## src/rtl/mod_count_checker_pkg.sv

```systemverilog
// mod_count_checker_pkg: shared state encodings, counter widths and the modulo-N next-value rule.
package mod_count_checker_pkg;
  typedef enum logic [1:0] {
    IDLE   = 2'd0,
    ACQ    = 2'd1,
    LOCKED = 2'd2
  } state_t;
  localparam int ERR_W = 8;
  // Out-of-range v simply steps by one; the caller truncates to its count width.
  function automatic int next_val(input int v, input logic up, input int n);
    return up ? (v == n - 1 ? 0 : v + 1) : (v == 0 ? n - 1 : v - 1);
  endfunction
endpackage

```

## src/rtl/mod_next_value.sv

```systemverilog
// mod_next_value: combinational modulo-N successor/predecessor of v_i.
// Ports: v_i value, up_i direction (1 = up), next_o predicted next value.
module mod_next_value
  import mod_count_checker_pkg::*;
#(
  parameter int N     = 12,
  parameter int WIDTH = 4
) (
  input  logic [WIDTH-1:0] v_i,
  input  logic             up_i,
  output logic [WIDTH-1:0] next_o
);
  assign next_o = WIDTH'(next_val(int'(v_i), up_i, N));
endmodule

```

## config.mk

```make
export PLATFORM = sky130hd
export DESIGN_NAME = mod_next_value
export DESIGN_NICKNAME = d
export VERILOG_FILES = /design/src/rtl/mod_count_checker_pkg.sv /design/src/rtl/mod_next_value.sv
export SDC_FILE = /design/constraint.sdc
export NUM_CORES = 1
export LEC_CHECK = 0
export CAP_MARGIN = 20
export CORE_AREA = 2 2 39 41
export DETAILED_ROUTE_END_ITERATION = 10
export DIE_AREA = 0 0 41 43
export MAX_ROUTING_LAYER = met4
export SYNTH_ARGS = -nofsm -noshare
export SYNTH_HDL_FRONTEND = slang
export SYNTH_SLANG_ARGS = --single-unit
export TNS_END_PERCENT = 1
```

## constraint.sdc

```tcl
create_clock -name vclk -period 1.6
set_clock_uncertainty 0.05 [all_clocks]
set_input_delay 0.32 -clock vclk [all_inputs]
set_output_delay 0.32 -clock vclk [all_outputs]
set_load 0.005 [all_outputs]
```

==> Word-level counts from Yosys, hierarchy flattened <==
Cells that the tools add are included.
{ "totals": {"regBits": 0, "input_bits": 5, "out_inout_bits": 4, "wordCells": 7} }
{ "op_classes": {"add_sub_neg": 2, "n_eq_ne": 1, "muxes": 3, "n_reduce_logical": 1} }
{ "ops": {"columns": ["op", "count"], "rows": [
  ["$mux 4", 3],
  ["$add 4x1->4 const B", 1],
  ["$eq 4x4->1 const B", 1],
  ["$logic_not 4->1", 1],
  ["$sub 4x1->4 const B", 1]
]} }

==> Longest topological paths before layout <==
{ "logic_depth": {"word_depth": 3, "ltp_mapped": 5} }

==> Worst setup path after synthesis <==
No wires, ideal clock.
{ "synth_path": {"path_kind": "input to output", "startpoint": "input port v_i[2]", "endpoint": "output port next_o[3]", "arrival_ps": 1085, "required_time_ps": 1230, "setup_slack_ps": 145, "cell_stages": 3, "cell_sequence": "or4b_1 o311a_1 a2bb2oi_1"} }
{ "synth_between": {"elab_chain_len": 3} }
{ "synth_rtl": {"columns": ["element", "line", "text"], "rows": [
  ["start, declared", "mod_next_value.sv:9", "input logic [WIDTH-1:0] v_i,"],
  ["$sub 4x1->4 (tied with other cells)", "mod_count_checker_pkg.sv:11", "return up ? (v == n - 1 ? 0 : v + 1) : (v == 0 ? n - 1 : v - 1);"],
  ["$mux 4", "mod_count_checker_pkg.sv:11", null],
  ["$mux 4 (*)", "mod_count_checker_pkg.sv:11", null],
  ["end, declared", "mod_next_value.sv:11", "output logic [WIDTH-1:0] next_o"]
]} }
Every way passes the cells marked *; elsewhere a longest branch is shown, timed or not.

==> Final worst setup path <==
{ "layout_path": {"startpoint": "input port v_i[0]", "endpoint": "output port next_o[3]"} }
Same word-level chain as after synthesis.

==> run summary <==
* MaxCap Viol Count: 0
* Final Hold Viols: 0
* setup tns final: -0.123 ns
* number of top-level design ports: 9
* Net Count, Synth: 29
* Mapped Cells: 22
* endpoint kind of the worst setup timing path: output pin
* non-filler instance count after layout: 50
* Crit path largest cell delay: 0.51 ns
* via count of the first global-routing pass: 178
* transition at the pin with the smallest max-transition slack: 0.177 ns
* minimum period implied by the final worst setup slack: 1.68 ns
* final-layout clock buffer total: 0
* GRT Resource Usage Total: 0.0502
* number of setup buffers added after CTS: 0
* number of search-and-repair iterations in the first detailed-routing pass: 1
* Syn Std Cell Area: 156 um2
* via count: 201
* path category of the worst min-delay check: primary input to output pin
* proportion of netlist area held by the largest area contributor: 0.160
* Cell Chain, Critical Path: buf_6, or4b_1, o311a_1, a2bb2oi_1, buf_2
* part of the power in the clock network: 0
* multiplexer area fraction after synthesis: 0.136
* via-per-instance ratio: 4.02
* placed wire-length estimate after detailed placement: 358 um
* cell family contributing the most delay on the critical path: simple AND/OR/NAND/NOR gates
* post-detailed-route wirelength per cell: 7.96 um
* total of hold buffers inserted after clock tree synthesis: 0
* Yosys warning count: 0
* failing checks: setup timing
* area post-placement: 293 um2
* status: finished with violations
* Internal Pwr Total: 0.0000447 W
* basic-gate share of the synthesized area counting and, or, nand and nor cells: 0.232
* antenna violations before repair: 0
* net switching share of the total power: 0.383
* Cell Pwr Density: 252 nW/um2
* least setup slack across all paths after layout: -0.0793 ns
* synthesized-area fraction occupied by xor and xnor cells: 0.0560
* overall die width: 41 um
* global-route wire length before repair: 648 um
* Final nets: 43
* effective utilization at floorplan: 0.113
* core footprint: 1380 um2
* area growth from synthesis to layout: 84.0%
* static leakage: 0.143 nW
* die boundary height: 43 um
* Max Clk Rate: 595 MHz
* post-synthesis share of cell area spent on full adders, half adders and majority gates: 0.160
* Worst setup SP type: primary input
* top cells by area in the synthesized netlist: sky130_fd_sc_hd__ha_1 16%, sky130_fd_sc_hd__inv_1 9.6%, sky130_fd_sc_hd__mux2_2 7.2%, sky130_fd_sc_hd__mux2i_1 6.4%, sky130_fd_sc_hd__o311a_1 6.4%
* detailed-route DRC error count: 0
* unrepaired setup endpoints after global routing: yes
* final sequential cell count: 0
* Die Outline Area: 1760 um2
* count of input and output buffers: 9
* critical path peak fanout: 4
* cell count after placement: 50
* sequential group share of total power: 0
* Rows: 14
* post-synthesis cell type with the largest combined area: sky130_fd_sc_hd__ha_1
* main combinational cell family by area after synthesis: compound AO/OA/AOI/OAI gates
* relative slew slack: 0.881
* fraction of power consumed by combinational cells: 1.000
* final setup violation count: 2
* worst IR drop on VDD: 0.0560 mV
* Avg Cell Area, Syn: 7.11 um2
* sequential-to-total area share from yosys stat: 0
* area fraction in compound gates after synthesis: 0.296
* cell type of the slowest stage on the worst timing path: sky130_fd_sc_hd__or4b_1
* Req. time, crit path: 1.23 ns
* largest net degree at the start of global routing: 8
* total wirelength of the detailed-routed design: 398 um
* final global-route overflow total: 0
* fraction of layout cells with a size suffix above 1: 0.324
* Yosys cell types: 17
* # diodes: 0
* switching power: 0.0000277 W
* Worst Path Buf+Inv: 2
* Final Instance Area: 288 um2
* Slew Limit Fails: 0
* share of the cycle needed by the critical path after routing: 1.05
* Final GP Congestion: 0.644
* number of antenna-violating nets in the routed design: 0
* Register Area: 0 um2
* number of design-rule violations left by the first detailed-router iteration: 0
* Crit Path Class: primary input to output pin
* arrival time at the worst endpoint: 1.31 ns
-- cell type report --
cell class / count / area [um2]
inverters: 4 / 15.0
multi-input cells: 17 / 140
well taps: 16 / 20.0
repair buffers: 13 / 113
fillers: 169 / 1100
-- power groups by stage --
| stage | clock network [W] | registers (W) | logic [W] |
|---|---|---|---|
| floorplan | 0 | 0 | 0.0000308 |
| detailed placement | 0 | 0 | 0.0000793 |
| finish | 0 | 0 | 0.0000724 |
| global placement | 0 | 0 | 0.0000797 |
| global route | 0 | 0 | 0.0000799 |
| CTS | 0 | 0 | 0.0000723 |
-- cells by family (layout without fill, tap and decap cells) --
group,Yosys count,in the layout
AO/OA/AOI/OAI,6,6
multiplexers,2,2
buffers and inverters,5,17
XOR/XNOR,1,1
AND/OR/NAND/NOR,6,6
adder cells (fa/ha/maj),2,2
-- per-layer routing --
layer  track usage  wire length [um]  vias up
li1              -                 -      102
met1        0.0538               155       95
met2         0.100               220        4
met3             0                22        0
met4             0                 0        0
met5             -                 0        -
-- cells in the mapped netlist --
library cell / instances
sky130_fd_sc_hd__a21boi_0: 1
sky130_fd_sc_hd__a2bb2oi_1: 1
sky130_fd_sc_hd__and3b_1: 1
sky130_fd_sc_hd__clkbuf_1: 1
sky130_fd_sc_hd__ha_1: 2
sky130_fd_sc_hd__inv_1: 4
sky130_fd_sc_hd__mux2_2: 1
sky130_fd_sc_hd__mux2i_1: 1
sky130_fd_sc_hd__nand2_1: 2
sky130_fd_sc_hd__nand2b_1: 1
sky130_fd_sc_hd__nor2_1: 1
sky130_fd_sc_hd__o21ai_0: 1
sky130_fd_sc_hd__o22ai_1: 1
sky130_fd_sc_hd__o311a_1: 1
sky130_fd_sc_hd__o31a_1: 1
sky130_fd_sc_hd__or4b_1: 1
sky130_fd_sc_hd__xnor2_1: 1
-- cells in the final DEF (no fill, tap or decap) --
cell	Yosys	routed
sky130_fd_sc_hd__a21boi_0	1	1
sky130_fd_sc_hd__a2bb2oi_1	1	1
sky130_fd_sc_hd__and3b_1	1	1
sky130_fd_sc_hd__buf_2	0	3
sky130_fd_sc_hd__buf_4	0	3
sky130_fd_sc_hd__buf_6	0	2
sky130_fd_sc_hd__buf_8	0	1
sky130_fd_sc_hd__clkdlybuf4s15_1	0	1
sky130_fd_sc_hd__clkdlybuf4s50_1	0	1
sky130_fd_sc_hd__dlygate4sd2_1	0	2
sky130_fd_sc_hd__ha_1	2	1
sky130_fd_sc_hd__ha_2	0	1
sky130_fd_sc_hd__inv_1	4	4
sky130_fd_sc_hd__mux2_2	1	1
sky130_fd_sc_hd__mux2i_1	1	1
sky130_fd_sc_hd__nand2_1	2	2
sky130_fd_sc_hd__nand2b_1	1	1
sky130_fd_sc_hd__nor2_1	1	1
sky130_fd_sc_hd__o21ai_0	1	1
sky130_fd_sc_hd__o22ai_1	1	1
sky130_fd_sc_hd__o311a_1	1	1
sky130_fd_sc_hd__o31a_1	1	1
sky130_fd_sc_hd__or4b_1	1	1
sky130_fd_sc_hd__xnor2_1	1	1
-- per-stage QoR --
| step | hold WS [ns] | util | power [W] | setup WS (ns) |
|---|---|---|---|---|
| 6_report | 1.11 | 0.208 | 0.0000724 | -0.0793 |
| 5_1_grt | 1.16 | 0.208 | 0.0000799 | -0.120 |
| 4_1_cts | 1.11 | 0.207 | 0.0000723 | -0.0903 |
| 3_5_place_dp | 1.74 | 0.212 | 0.0000793 | -0.833 |
| 3_3_place_gp | 1.74 | 0.212 | 0.0000797 | -0.825 |
| 2_1_floorplan | 0.617 | - | 0.0000308 | 0.145 |
-- repair_timing --
action                     CTS  global route
pin swaps                    2             1
setup endpoints to repair    4             3
hold endpoints to repair     0             0
gates resized for setup     30             1
-- worst paths after layout --
kind | depth (start not counted) | to | slack (ns) | start
worst max-delay path | 5 | next_o[3] | -0.08 | v_i[0]
worst min-delay path | 5 | next_o[3] | 1.11 | v_i[2]
Power figures use the tool's default switching activity.
